`src/rtl/us_scan_scheduler.sv`:
```
// -----------------------------------------------------------------------------
// us_scan_scheduler
//
// Time-multiplexes the three ultrasonic ranging channels (0 = right, 1 = left,
// 2 = middle) so that only one channel is ranging at any time. Each channel
// gets a fixed slot of SLOT_CYCLES clocks. A slot opens with a TRIG_CYCLES-wide
// start pulse. The first rising edge of that channel's meas_end after the pulse
// captures the scaled distance. If the slot closes without a capture, the
// distance is forced to 255 and the channel's timeout flag is raised.
//
// Ports
//   clk          system clock
//   rst_n        asynchronous active-low reset
//   enable       1 = keep scanning; 0 = finish the current slot, then idle
//   sensor_mask  per-channel enable, bit0 = R, bit1 = L, bit2 = M
//   meas_end     end-of-measurement level per channel (clk-synchronous)
//   raw_r/l/m    raw echo counts from the measurement units
//   start        one-hot start pulse to the measurement units
//   dist_r/l/m   captured 8-bit distances
//   dist_vld     one-cycle strobe per channel when its distance updates
//   timeout      per channel: the last slot ended without a measurement
//   busy         a slot is in progress
//   cur_ch       channel owning the current slot, 3 when idle
// -----------------------------------------------------------------------------
module us_scan_scheduler #(
  parameter int SLOT_CYCLES = 3000500,
  parameter int TRIG_CYCLES = 500,
  parameter int RAW_W       = 20,
  parameter int DIST_SHIFT  = 11
) (
  input  logic             clk,
  input  logic             rst_n,
  input  logic             enable,
  input  logic [2:0]       sensor_mask,
  input  logic [2:0]       meas_end,
  input  logic [RAW_W-1:0] raw_r,
  input  logic [RAW_W-1:0] raw_l,
  input  logic [RAW_W-1:0] raw_m,
  output logic [2:0]       start,
  output logic [7:0]       dist_r,
  output logic [7:0]       dist_l,
  output logic [7:0]       dist_m,
  output logic [2:0]       dist_vld,
  output logic [2:0]       timeout,
  output logic             busy,
  output logic [1:0]       cur_ch
);

  localparam int               CNT_W     = (SLOT_CYCLES > 1) ? $clog2(SLOT_CYCLES) : 1;
  localparam logic [CNT_W-1:0] SLOT_LAST = CNT_W'(SLOT_CYCLES - 1);
  localparam logic [CNT_W-1:0] TRIG_LAST = CNT_W'(TRIG_CYCLES - 1);
  localparam logic [1:0]       CH_NONE   = 2'd3;

  typedef enum logic [1:0] {
    S_IDLE = 2'd0,
    S_TRIG = 2'd1,
    S_WAIT = 2'd2
  } state_t;

  state_t           state, state_next;
  logic [CNT_W-1:0] cnt, cnt_next;
  logic [1:0]       ch_next;
  logic [1:0]       last_ch, last_next;
  logic             captured, captured_next;
  logic [2:0]       meas_q;

  logic [2:0]       cur_onehot;
  logic [2:0]       rise;
  logic             accept;
  logic             slot_end;
  logic             miss;
  logic [RAW_W-1:0] raw_sel;
  logic [RAW_W-1:0] raw_shift;
  logic [7:0]       cap_dist;

  // Next enabled channel after 'from' in rotation 0 -> 1 -> 2 -> 0. Falls back
  // to 'from' itself, which gives the repeat behaviour for a single-bit mask.
  function automatic logic [1:0] next_set(input logic [1:0] from,
                                          input logic [2:0] mask);
    logic [1:0] c1;
    logic [1:0] c2;
    c1 = (from == 2'd2) ? 2'd0 : from + 2'd1;
    c2 = (c1 == 2'd2) ? 2'd0 : c1 + 2'd1;
    if (mask[c1])      return c1;
    else if (mask[c2]) return c2;
    else               return from;
  endfunction

  // ---------------------------------------------------------------------------
  // Decode and capture datapath
  // ---------------------------------------------------------------------------
  // NOTE: every signal assigned in an always_comb gets a default at the top of
  // the block; a path that leaves one unassigned would infer a latch.
  always_comb begin
    cur_onehot = 3'b000;
    raw_sel    = '0;
    case (cur_ch)
      2'd0:    begin cur_onehot = 3'b001; raw_sel = raw_r; end
      2'd1:    begin cur_onehot = 3'b010; raw_sel = raw_l; end
      2'd2:    begin cur_onehot = 3'b100; raw_sel = raw_m; end
      default: begin cur_onehot = 3'b000; raw_sel = '0;    end
    endcase

    rise      = meas_end & ~meas_q;
    raw_shift = raw_sel >> DIST_SHIFT;
    cap_dist  = (raw_shift > RAW_W'(255)) ? 8'hFF : raw_shift[7:0];

    // Only the slot owner's first edge after the start pulse counts.
    accept   = (state == S_WAIT) && !captured && |(rise & cur_onehot);
    slot_end = (state == S_WAIT) && (cnt == SLOT_LAST);
    // An edge landing on the very last slot cycle still counts as a capture.
    miss     = slot_end && !captured && !accept;
  end

  // ---------------------------------------------------------------------------
  // Next-state logic
  // ---------------------------------------------------------------------------
  always_comb begin
    state_next    = state;
    cnt_next      = cnt;
    ch_next       = cur_ch;
    last_next     = last_ch;
    captured_next = captured | accept;

    case (state)
      S_IDLE: begin
        cnt_next      = '0;
        captured_next = 1'b0;
        if (enable && (sensor_mask != 3'b000)) begin
          state_next = S_TRIG;
          ch_next    = next_set(last_ch, sensor_mask);
        end
      end

      S_TRIG: begin
        cnt_next = cnt + CNT_W'(1);
        if (cnt == TRIG_LAST) state_next = S_WAIT;
      end

      S_WAIT: begin
        cnt_next = cnt + CNT_W'(1);
        if (slot_end) begin
          // enable and mask are only looked at here and in IDLE, so a
          // mid-slot change never shortens the slot.
          last_next     = cur_ch;
          cnt_next      = '0;
          captured_next = 1'b0;
          if (enable && (sensor_mask != 3'b000)) begin
            state_next = S_TRIG;
            ch_next    = next_set(cur_ch, sensor_mask);
          end else begin
            state_next = S_IDLE;
            ch_next    = CH_NONE;
          end
        end
      end

      default: begin
        state_next    = S_IDLE;
        cnt_next      = '0;
        ch_next       = CH_NONE;
        captured_next = 1'b0;
      end
    endcase
  end

  // ---------------------------------------------------------------------------
  // State registers
  // ---------------------------------------------------------------------------
  // NOTE: clocked blocks use non-blocking assignments only, so every register
  // samples the pre-edge values of the others regardless of statement order.
  always_ff @(posedge clk or negedge rst_n) begin
    if (!rst_n) begin
      state    <= S_IDLE;
      cnt      <= '0;
      cur_ch   <= CH_NONE;
      // Resuming "after channel 2" selects the lowest set mask bit, which is
      // exactly the required behaviour for the first scan after reset.
      last_ch  <= 2'd2;
      captured <= 1'b0;
      meas_q   <= 3'b000;
    end else begin
      state    <= state_next;
      cnt      <= cnt_next;
      cur_ch   <= ch_next;
      last_ch  <= last_next;
      captured <= captured_next;
      meas_q   <= meas_end;
    end
  end

  // ---------------------------------------------------------------------------
  // Published distances, strobes and timeout flags
  // ---------------------------------------------------------------------------
  always_ff @(posedge clk or negedge rst_n) begin
    if (!rst_n) begin
      dist_r   <= 8'd0;
      dist_l   <= 8'd0;
      dist_m   <= 8'd0;
      dist_vld <= 3'b000;
      timeout  <= 3'b000;
    end else begin
      dist_vld <= 3'b000;
      if (accept || miss) begin
        dist_vld <= cur_onehot;
        if (cur_onehot[0]) dist_r <= accept ? cap_dist : 8'hFF;
        if (cur_onehot[1]) dist_l <= accept ? cap_dist : 8'hFF;
        if (cur_onehot[2]) dist_m <= accept ? cap_dist : 8'hFF;
        timeout <= accept ? (timeout & ~cur_onehot) : (timeout | cur_onehot);
      end
    end
  end

  // Derived directly from registered state so reset clears them at once.
  assign start = (state == S_TRIG) ? cur_onehot : 3'b000;
  assign busy  = (state != S_IDLE);

endmodule

```
`config.mk`:
```
export PLATFORM = sky130hd
export DESIGN_NAME = us_scan_scheduler
export DESIGN_NICKNAME = d
export VERILOG_FILES = /design/src/rtl/us_scan_scheduler.sv
export SDC_FILE = /design/constraint.sdc
export NUM_CORES = 1
export LEC_CHECK = 0
export ABC_AREA = 1
export ABC_CLOCK_PERIOD_IN_PS = 4800
export BUFFER_PORTS_ARGS = -buffer_cell sky130_fd_sc_hd__buf_2
export CAP_MARGIN = 40
export CORE_MARGIN = 1
export CORE_UTILIZATION = 38
export DETAILED_ROUTE_END_ITERATION = 10
export SLEW_MARGIN = 20
export SYNTH_ARGS = -nofsm -noshare
export SYNTH_HDL_FRONTEND = slang
export SYNTH_SLANG_ARGS = --single-unit
```
`constraint.sdc`:
```
create_clock -name clk -period 4.8 [get_ports clk]
set_input_delay 0.24 -clock clk [delete_from_list [all_inputs] [get_ports clk]]
set_output_delay 0.24 -clock clk [all_outputs]
set_load 0.01 [all_outputs]
```
==> impl_metrics.env, run 1 <==
export IMPL_floorplan_initialDensity_pct=39.9
export IMPL_io_buffer_count=71
export IMPL_worst_ep_arrival_time_ps=2560
export IMPL_grt_ovfl_total=0
export IMPL_finClkSkew_ps=10.6
export IMPL_areaGrowthSynthToFinish_pct=21.3
export IMPL_worstHoldStart="meas_end[1]"
export IMPL_grt_use_total_pct=19.5
export IMPL_routed_via_density=4.84
export IMPL_leakagePower_uw=0.00207
export IMPL_wirelength_mm=8.13
export IMPL_netSwitchingPower_uw=813
export IMPL_power_share_sequential_pct=36.4
export IMPL_dieArea_mm2=0.00914
export IMPL_startpoint_type="flip-flop"
export IMPL_synth_seq_area_share_pct=46.7
export IMPL_worstSetupPathType="flip-flop to flip-flop"
export IMPL_report_final_slew_viol_count=0
export IMPL_timing_max_cap_violations=0
export IMPL_mappedNetlistNets=528
export IMPL_outcome="finished, final reports clean"
export IMPL_clockBufferDepth=2
export IMPL_num_nets_final=605
export IMPL_cts_repair_resize_count=0
export IMPL_cts_sinks=62
export IMPL_vias=3103
export IMPL_cell_internal_pwr_uw=1240
export IMPL_fin_crit_sh_pct=47.5
export IMPL_power_share_switching_pct=39.6
export IMPL_diodes=0
export IMPL_dp_hpwl_mm=6.01
export IMPL_cts_inserted_buffers=9
export IMPL_clockPowerShare_pct=26.3
export IMPL_ys_warn_count=0
export IMPL_crit_required_ps=5080
export IMPL_final_critical_period_ps=2280
export IMPL_regToRegEndpoint="dist_m[3]$_DFFE_PN0P_"
export IMPL_timing_critical_path_to_type="flip-flop"
export IMPL_postSynthAreaPerCell_um2=7.33
export IMPL_worst_case_vdd_ir_drop_uv=272
export IMPL_worst_hold_path_class="primary input to flip-flop"
export IMPL_clock_tree_root_cell="clkbuf_8"
export IMPL_drive_above_1_share_pct=21.6
export IMPL_ant_nets=0
export IMPL_first_global_vias=2772
export IMPL_grt_max_degree=63
export IMPL_post_route_drc_count=0
export IMPL_r2r_slack_ps=2520
export IMPL_antenna_found_initial=0
export IMPL_worstRegToRegCells=10
export IMPL_report_final_hold_viol_count=0
export IMPL_wl_per_cell_um=12.7
export IMPL_timing_setup_tns_ps=0
export IMPL_pwr_density_cell_mw_per_mm2=508
export IMPL_ys_ff_latch=62
export IMPL_timing_max_slew_rel_slack_pct=63.0
export IMPL_min_delay_worst_endpoint="meas_q[1]$_DFF_PN0_"
export IMPL_postSynthCellCount=454
export IMPL_floorplan_io_pins=105
export IMPL_die_width_um=95.6
export IMPL_timing_worst_slew_pin_value_ps=554
export IMPL_synthesis_area_mm2=0.00333
export IMPL_achievable_frequency_ghz=0.438
export IMPL_post_cts_buffers=0
export IMPL_h_tree_depth=3
export IMPL_gpl_final_weighted_congestion=0.900
export IMPL_synth_distinct_cells=27
export IMPL_timing_hold_worst_path_depth=1
export IMPL_dr_iter_0_viols=151
export IMPL_worstReg2RegStart="cur_ch[1]$_DFFE_PN1P_"
export IMPL_grt_first_pass_wirelength_mm=13.6
export IMPL_clk_transition_reported_paths_ps=80
export IMPL_setup_viol_count_final=0
export IMPL_drt_first_pass_iters=4
export IMPL_critical_path_peak_fanout=12
export IMPL_power_combinational_fraction_pct=37.4
export IMPL_worst_skew_pair_late_latency_ps=340
export IMPL_finish_utilization_pct=48.4
export IMPL_setup_repair_after_global_routing_missed_its_margin="no"
export IMPL_placement_rows=33
export IMPL_die_h_um=95.6
export IMPL_core_area_mm2=0.00834
export IMPL_tritoncts="done"
[how the worst max path moves through the flow]
stage	startpoint	end	slack, ps
final	cur_ch[1]$_DFFE_PN1P_	dist_m[3]$_DFFE_PN0P_	2520
after global routing	cur_ch[1]$_DFFE_PN1P_	dist_r[0]$_DFFE_PN0P_	2240
after CTS	cur_ch[1]$_DFFE_PN1P_	dist_m[3]$_DFFE_PN0P_	2500
after detailed placement	cur_ch[1]$_DFFE_PN1P_	dist_r[1]$_DFFE_PN0P_	2530
after global placement	cur_ch[1]$_DFFE_PN1P_	dist_r[2]$_DFFE_PN0P_	2510
after floorplan	cur_ch[0]$_DFFE_PN1P_	flip-flop	3200
[per-layer routing]
metal  share of wire, %  GRT usage [%]  wire length, um
met2                 45           29.3             3660
met3                3.8           2.95              306
met1                 50           28.4             4050
met5                  0              0                0
met4                1.3           6.72              108
[power by group through the flow]
stage	Combinational [uW]	Clock, uW	Sequential (uW)
6_report	766	539	747
5_1_grt	881	572	765
4_1_cts	775	550	746
3_5_place_dp	772	0	755
3_3_place_gp	757	0	752
2_1_floorplan	466	0	806
[kinds of logic (layout without fill, tap and decap cells)]
group / after synthesis / after routing / share of synthesized area [%]
AOI/OAI and AO/OA: 30 / 30 / 5.11
xor gates and xnor gates: 6 / 6 / 1.58
adders and majority gates: 5 / 5 / 1.88
buffers and inverters: 60 / 142 / 7.48
DFF: 62 / 62 / 46.7
and+or+nand+nor: 291 / 291 / 37.2
[repair_timing]
item,CTS,global route
hold buffers,0,1
endpoints found under the setup margin,0,0
hold endpoints to repair,0,8
[cell usage in the layout (no fill, tap or decap)]
cell / instances
bufinv_16: 2
a31oi_1: 1
nand4_1: 7
nor2_4: 2
buf_2: 71
clkbuf_8: 9
clkinv_4: 1
nand3_2: 3
nor3_1: 15
ha_1: 5
nor2_2: 5
xnor2_1: 1
dfrtp_1: 59
o21ai_2: 2
dfstp_2: 3
nand3b_1: 2
inv_1: 44
xor2_1: 5
buf_4: 2
nand3_1: 30
inv_6: 4
inv_2: 7
nand2_2: 4
nand2_1: 165
nor4_1: 2
dlygate4sd3_1: 1
buf_16: 1
a21oi_1: 10
nor3b_1: 1
nor2_1: 55
o21ai_1: 1
o21ai_0: 13
a221oi_1: 3
[Yosys cell counts (all sizes together)]
cell | count | area, um2
xnor2 | 1 | 8.76
dfrtp | 59 | 1480
o21ai | 16 | 87.6
xor2 | 5 | 43.8
inv | 51 | 191
a221oi | 3 | 26.3
nand3 | 33 | 180
nor3 | 15 | 75.1
a21oi | 10 | 50.1
nor3b | 1 | 7.51
nor2 | 62 | 260
buf | 9 | 57.6
nand3b | 2 | 15.0
nand2 | 169 | 644
ha | 5 | 62.6
nand4 | 7 | 43.8
nor4 | 2 | 12.5
dfstp | 3 | 78.8
a31oi | 1 | 6.26
[through the flow]
step	total power (uW)	setup WS (ps)	area (um2)	instances	hold slack (ps)
5_1_grt	2220	2240	4040	641	10.9
3_3_place_gp	1510	2510	3760	622	367
4_1_cts	2070	2500	4000	639	3.61
3_5_place_dp	1530	2530	3770	623	368
2_1_floorplan	1270	3200	3330	454	-55.6
6_report	2050	2520	4040	641	11.6
[state kept, by name, indices dropped and copies added (netlist names), named ones only]
register,flops
captured,1
cnt,22
cur_ch,2
dist_l,8
dist_m,8
dist_r,8
dist_vld,3
last_ch,2
meas_q,3
state,2
[worst max-delay path, stage by stage, from the launching register on]
cell     delay [ps]
dfstp_2         630
inv_2            80
nor2_2          440
nand3_1         150
nand3_1         190
inv_2            50
nand2_2         100
nand3_2         220
inv_2           230
nand2_1          70
nand2_1          70
[area by class of cell]
| type | instances | area (um2) |
|---|---|---|
| Clock buffer | 9 | 124 |
| Clock inverter | 7 | 104 |
| Fill cell | 856 | 4300 |
| Inverter | 51 | 191 |
| Multi-Input combinational cell | 332 | 1520 |
| Sequential cell | 62 | 1560 |
| Tap cell | 105 | 131 |
| Timing Repair Buffer | 75 | 408 |
(Power assumes the default switching activity.)
==> run 2: changes to the inputs <==
--- a/config.mk
+++ b/config.mk
@@ -6,7 +6,7 @@
 export NUM_CORES = 1
 export LEC_CHECK = 0
 export ABC_AREA = 1
-export ABC_CLOCK_PERIOD_IN_PS = 4800
+export ABC_CLOCK_PERIOD_IN_PS = 2400
 export BUFFER_PORTS_ARGS = -buffer_cell sky130_fd_sc_hd__buf_2
 export CAP_MARGIN = 40
 export CORE_MARGIN = 1
==> constraint.sdc (replaced) <==
create_clock -name clk -period 2.4 [get_ports clk]
set_input_delay 0.12 -clock clk [delete_from_list [all_inputs] [get_ports clk]]
set_output_delay 0.12 -clock clk [all_outputs]
set_load 0.01 [all_outputs]
==> impl_metrics.env, run 2 (same netlist as run 1, synthesis figures left out) <==
export IMPL_worstRegToRegCells=9
export IMPL_dieArea_mm2=0.00914
export IMPL_post_cts_hold_buffer_count=4
export IMPL_setup_slack_ps=424
export IMPL_placement_rows=33
export IMPL_most_common_layout_cells="nand2_1, buf_2, dfrtp_1"
export IMPL_clk_transition_reported_paths_ps=80
export IMPL_worstHoldStart="raw_m[12]"
export IMPL_timing_critical_path_cells="inv_1, ha_1, inv_1, nor2_1, nand2_1, nor2_4, nand2_1, nand2_1, nand2_1"
export IMPL_largest_delay_contributor_family_on_the_critical_path="simple AND/OR/NAND/NOR gates"
export IMPL_cts_sinks=62
export IMPL_drive_above_1_share_pct=21.5
export IMPL_h_tree_depth=3
export IMPL_grt_ovfl_total=0
export IMPL_antenna_found_initial=0
export IMPL_worst_hold_path_class="primary input to flip-flop"
export IMPL_report_final_hold_viol_count=0
export IMPL_core_area_mm2=0.00834
export IMPL_gpl_final_weighted_congestion=0.888
export IMPL_timing_max_slew_rel_slack_pct=56.9
export IMPL_timing_max_cap_violations=0
export IMPL_largest_reg_flops=22
export IMPL_crit_path_top_delay_cell="dfrtp_1"
export IMPL_tritoncts="done"
export IMPL_finish_utilization_pct=48.7
export IMPL_fin_crit_sh_pct=82.3
export IMPL_post_cts_buffers=0
export IMPL_worstSetupPathType="flip-flop to flip-flop"
export IMPL_dp_worst_setup_slack_ps=147
export IMPL_grt_max_degree=36
export IMPL_dp_hpwl_mm=6.32
export IMPL_worst_ep_arrival_time_ps=2210
export IMPL_achievable_frequency_ghz=0.506
export IMPL_regToRegEndpoint="dist_l[0]$_DFFE_PN0P_"
export IMPL_io_buffer_count=71
export IMPL_floorplan_io_pins=105
export IMPL_finClkSkew_ps=12.3
export IMPL_clock_tree_root_cell="clkbuf_8"
export IMPL_path_common_cell="nand2_1"
export IMPL_ant_nets=0
export IMPL_timing_worst_slew_pin_value_ps=646
export IMPL_cts_repair_resize_count=0
export IMPL_routed_via_density=4.80
export IMPL_floorplan_initialDensity_pct=39.9
export IMPL_registers_top_by_ff_count="cnt"
export IMPL_setup_repair_after_global_routing_missed_its_margin="no"
export IMPL_leakagePower_uw=0.00207
export IMPL_r2r_slack_ps=420
export IMPL_timing_setup_tns_ps=0
export IMPL_post_route_drc_count=0
export IMPL_clockBufferDepth=2
export IMPL_timing_critical_path_buf_inv=2
export IMPL_wl_per_cell_um=13.0
export IMPL_timing_hold_worst_path_depth=5
export IMPL_vias=3092
export IMPL_most_common_cell_after_layout_fill_and_taps_aside="nand2_1"
export IMPL_num_nets_final=608
export IMPL_crit_required_ps=2630
export IMPL_drt_first_pass_iters=4
export IMPL_setup_viol_count_final=0
export IMPL_dr_iter_0_viols=135
export IMPL_grt_use_total_pct=19.6
export IMPL_grt_first_pass_wirelength_mm=13.6
export IMPL_wirelength_mm=8.37
export IMPL_outcome="finished, final reports clean"
export IMPL_cts_inserted_buffers=9
export IMPL_first_global_vias=2918
export IMPL_timing_critical_path_to_type="flip-flop"
export IMPL_pwr_density_cell_mw_per_mm2=1010
export IMPL_report_final_slew_viol_count=0
export IMPL_worst_case_vdd_ir_drop_uv=595
export IMPL_min_delay_worst_endpoint="dist_r[1]$_DFFE_PN0P_"
export IMPL_worst_skew_pair_late_latency_ps=340
export IMPL_startpoint_type="flip-flop"
export IMPL_timing_critical_path_slowest_cell_delay_ps=420
export IMPL_worstReg2RegStart="state[0]$_DFFE_PN0P_"
export IMPL_diodes=0
export IMPL_fillerInstances=864
export IMPL_critical_path_peak_fanout=8
export IMPL_die_width_um=95.6
export IMPL_die_h_um=95.6
export IMPL_areaGrowthSynthToFinish_pct=22.0
export IMPL_final_critical_period_ps=1980
==> run 2: worst max path at each step <==
stage,startpoint,end,slack (ps),depth (start not counted)
floorplan,cur_ch[0]$_DFFE_PN1P_,flip-flop,800,10
global placement,cur_ch[1]$_DFFE_PN1P_,dist_r[2]$_DFFE_PN0P_,170,9
global route,state[0]$_DFFE_PN0P_,dist_m[0]$_DFFE_PN0P_,220,9
detailed placement,cur_ch[1]$_DFFE_PN1P_,dist_r[3]$_DFFE_PN0P_,150,9
CTS,cur_ch[1]$_DFFE_PN1P_,dist_r[3]$_DFFE_PN0P_,140,9
finish,state[0]$_DFFE_PN0P_,dist_l[0]$_DFFE_PN0P_,420,9
==> run 2: metal layers <==
layer / up-vias / global-route usage (%) / part of all wire, %
li1: 1588 / - / -
met5: - / 0 / 0
met4: 0 / 6.09 / 0.98
met1: 1444 / 26.7 / 49
met3: 8 / 4.15 / 3.9
met2: 52 / 30.9 / 46
==> run 2: stage by stage <==
step	cells	hold WS (ps)	instance area, um2	power [uW]
finish	644	151	4060	4090
global route	644	159	4060	4420
CTS	643	151	4050	4140
detailed placement	623	179	3780	3050
global placement	623	172	3780	3030
floorplan	454	-176	3330	2540
==> run 2: worst register-to-register path, delay by kind of cell, from the launching register on <==
kind | cells | cell delay (ps)
adder cells (fa/ha/maj) | 1 | 210
buffers and inverters | 2 | 190
flip-flops | 1 | 420
AND/OR/NAND/NOR | 6 | 1040
==> run 2: area by class of cell <==
class	count	area [um2]	share of cell area [%]
clock buffer	9	124	3.05
clock inverter	7	103	2.53
inverter	51	191	4.72
multi-input combinational	332	1520	37.5
sequential	62	1560	38.3
tap	105	131	3.24
timing repair buffer	78	430	10.6
==> run 2: report_power, final <==
group | switching (uW) | total, uW | internal [uW]
Sequential | 163 | 1490 | 1320
Combinational | 979 | 1540 | 564
Clock | 466 | 1070 | 599
Total | 1610 | 4090 | 2490
==> run 3: changes to the inputs <==
--- a/config.mk
+++ b/config.mk
@@ -6,7 +6,7 @@
 export NUM_CORES = 1
 export LEC_CHECK = 0
 export ABC_AREA = 1
-export ABC_CLOCK_PERIOD_IN_PS = 2400
+export ABC_CLOCK_PERIOD_IN_PS = 1800
 export BUFFER_PORTS_ARGS = -buffer_cell sky130_fd_sc_hd__buf_2
 export CAP_MARGIN = 40
 export CORE_MARGIN = 1
==> constraint.sdc (replaced) <==
create_clock -name clk -period 1.8 [get_ports clk]
set_input_delay 0.09 -clock clk [delete_from_list [all_inputs] [get_ports clk]]
set_output_delay 0.09 -clock clk [all_outputs]
set_load 0.01 [all_outputs]
==> impl_metrics.env, run 3 (same netlist as run 1, synthesis figures left out) <==
export IMPL_grt_max_degree=63
export IMPL_critical_path_peak_fanout=8
export IMPL_diodes=0
export IMPL_antenna_found_initial=0
export IMPL_num_nets_final=632
export IMPL_most_common_cell_after_layout_fill_and_taps_aside="nand2_1"
export IMPL_dr_iter_0_viols=157
export IMPL_achievable_frequency_ghz=0.594
export IMPL_dp_worst_setup_slack_ps=95.1
export IMPL_finish_utilization_pct=51.5
export IMPL_ant_nets=0
export IMPL_outcome="finished, final reports clean"
export IMPL_floorplan_io_pins=105
export IMPL_registers_top_by_ff_count="cnt"
export IMPL_dp_hpwl_mm=6.29
export IMPL_fin_crit_sh_pct=93.5
export IMPL_timing_max_slew_rel_slack_pct=72.2
export IMPL_grt_first_pass_wirelength_mm=13.8
export IMPL_worst_case_vdd_ir_drop_uv=870
export IMPL_dieArea_mm2=0.00914
export IMPL_report_final_slew_viol_count=0
export IMPL_cts_sinks=62
export IMPL_final_critical_period_ps=1680
export IMPL_post_route_drc_count=0
export IMPL_clock_tree_root_cell="clkbuf_8"
export IMPL_vias=3179
export IMPL_drive_above_1_share_pct=26.8
export IMPL_h_tree_depth=3
export IMPL_finClkSkew_ps=10.1
export IMPL_clk_transition_reported_paths_ps=80
export IMPL_first_global_vias=2876
export IMPL_drt_first_pass_iters=4
export IMPL_cts_inserted_buffers=9
export IMPL_die_width_um=95.6
export IMPL_leakagePower_uw=0.00220
export IMPL_timing_worst_slew_pin_value_ps=416
export IMPL_r2r_slack_ps=120
export IMPL_timing_hold_worst_path_depth=5
export IMPL_startpoint_type="flip-flop"
export IMPL_worst_hold_path_class="primary input to flip-flop"
export IMPL_core_area_mm2=0.00834
export IMPL_worstSetupPathType="flip-flop to flip-flop"
export IMPL_crit_required_ps=2040
export IMPL_cp_depth=10
export IMPL_timing_critical_path_buf_inv=2
export IMPL_setup_slack_ps=117
export IMPL_areaGrowthSynthToFinish_pct=29.0
export IMPL_regToRegEndpoint="dist_m[6]$_DFFE_PN0P_"
export IMPL_timing_critical_path_to_type="flip-flop"
export IMPL_grt_ovfl_total=0
export IMPL_wirelength_mm=8.39
export IMPL_most_common_layout_cells="nand2_1, buf_2, dfrtp_1"
export IMPL_die_h_um=95.6
export IMPL_worstRegToRegCells=10
export IMPL_floorplan_initialDensity_pct=39.9
export IMPL_clockBufferDepth=2
export IMPL_timing_critical_path_slowest_cell_delay_ps=580
export IMPL_gpl_final_weighted_congestion=0.870
export IMPL_worst_setup_path_startpoint="cur_ch[1]$_DFFE_PN1P_"
export IMPL_crit_path_top_delay_cell="dfstp_2"
export IMPL_routed_via_density=4.76
export IMPL_tritoncts="done"
export IMPL_worstReg2RegStart="cur_ch[1]$_DFFE_PN1P_"
export IMPL_grt_use_total_pct=19.9
export IMPL_largest_reg_flops=22
export IMPL_hold_slack_ps=104
export IMPL_report_final_hold_viol_count=0
export IMPL_critical_path_endpoint="dist_m[6]$_DFFE_PN0P_"
export IMPL_placement_rows=33
export IMPL_wl_per_cell_um=12.6
export IMPL_timing_critical_path_cells="inv_2, nor2_2, nand3_1, nand3_1, nand2_2, nor2_4, buf_12, nand2_2, nand2_1, nand2_1"
export IMPL_largest_delay_contributor_family_on_the_critical_path="simple AND/OR/NAND/NOR gates"
export IMPL_worst_ep_arrival_time_ps=1920
export IMPL_io_buffer_count=71
export IMPL_setup_viol_count_final=0
export IMPL_timing_max_cap_violations=0
export IMPL_pwr_density_cell_mw_per_mm2=1340
export IMPL_worst_skew_pair_late_latency_ps=350
-- run 3: layout make-up --
class,instances,area (um2)
flip-flops and latches,62,1560
inverters,51,191
clock buffers,9,124
multi-input cells,332,1550
fillers,852,4050
clock inverters,7,106
repair buffers,102,636
well taps,105,131
-- run 3: worst min-delay path by stage --
| stage | from | to | slack, ps |
|---|---|---|---|
| 4_1_cts | raw_m[12] | dist_m[1]$_DFFE_PN0P_ | 120 |
| 6_report | raw_m[12] | dist_m[1]$_DFFE_PN0P_ | 100 |
| 5_1_grt | raw_m[12] | dist_l[1]$_DFFE_PN0P_ | 120 |
| 3_3_place_gp | rst_n | cnt[14]$_DFF_PN0_ | 120 |
| 3_5_place_dp | rst_n | cnt[15]$_DFF_PN0_ | 130 |
| 2_1_floorplan | rst_n | async pin | -210 |
-- run 3: tightest hold or removal path: stages --
cell and delay [ps]:
buf_2 80, a21oi_1 60, nand2_2 80, nand2_1 50, nand2_1 50
-- run 3: metal layers --
layer	part of all wire (%)	global-route usage, %	vias up
met1	50	27.5	1458
li1	-	-	1631
met4	1.7	8.21	0
met5	0	0	-
met3	3.4	3.75	12
met2	45	30.5	78
-- run 3: where the power goes --
group / switching, uW / internal, uW
Combinational: 1380 / 958
Clock: 626 / 801
Sequential: 212 / 1760
Total: 2220 / 3520
-- run 3: stage by stage --
step                setup TNS [ps]  power [uW]  cell area (um2)  cells
floorplan                        0        3390             3330    454
global placement                 0        4280             3980    647
detailed placement               0        4310             3980    647
CTS                              0        5760             4250    667
global route                 -47.7        6200             4290    668
finish                           0        5750             4290    668
-- run 3: what timing repair did --
action / CTS / global route
hold buffers: 4 / 0
buffers inserted: 0 / 1
endpoints found under the setup margin: 0 / 22
resized for setup: 0 / 11
endpoints found under the hold margin: 62 / 0
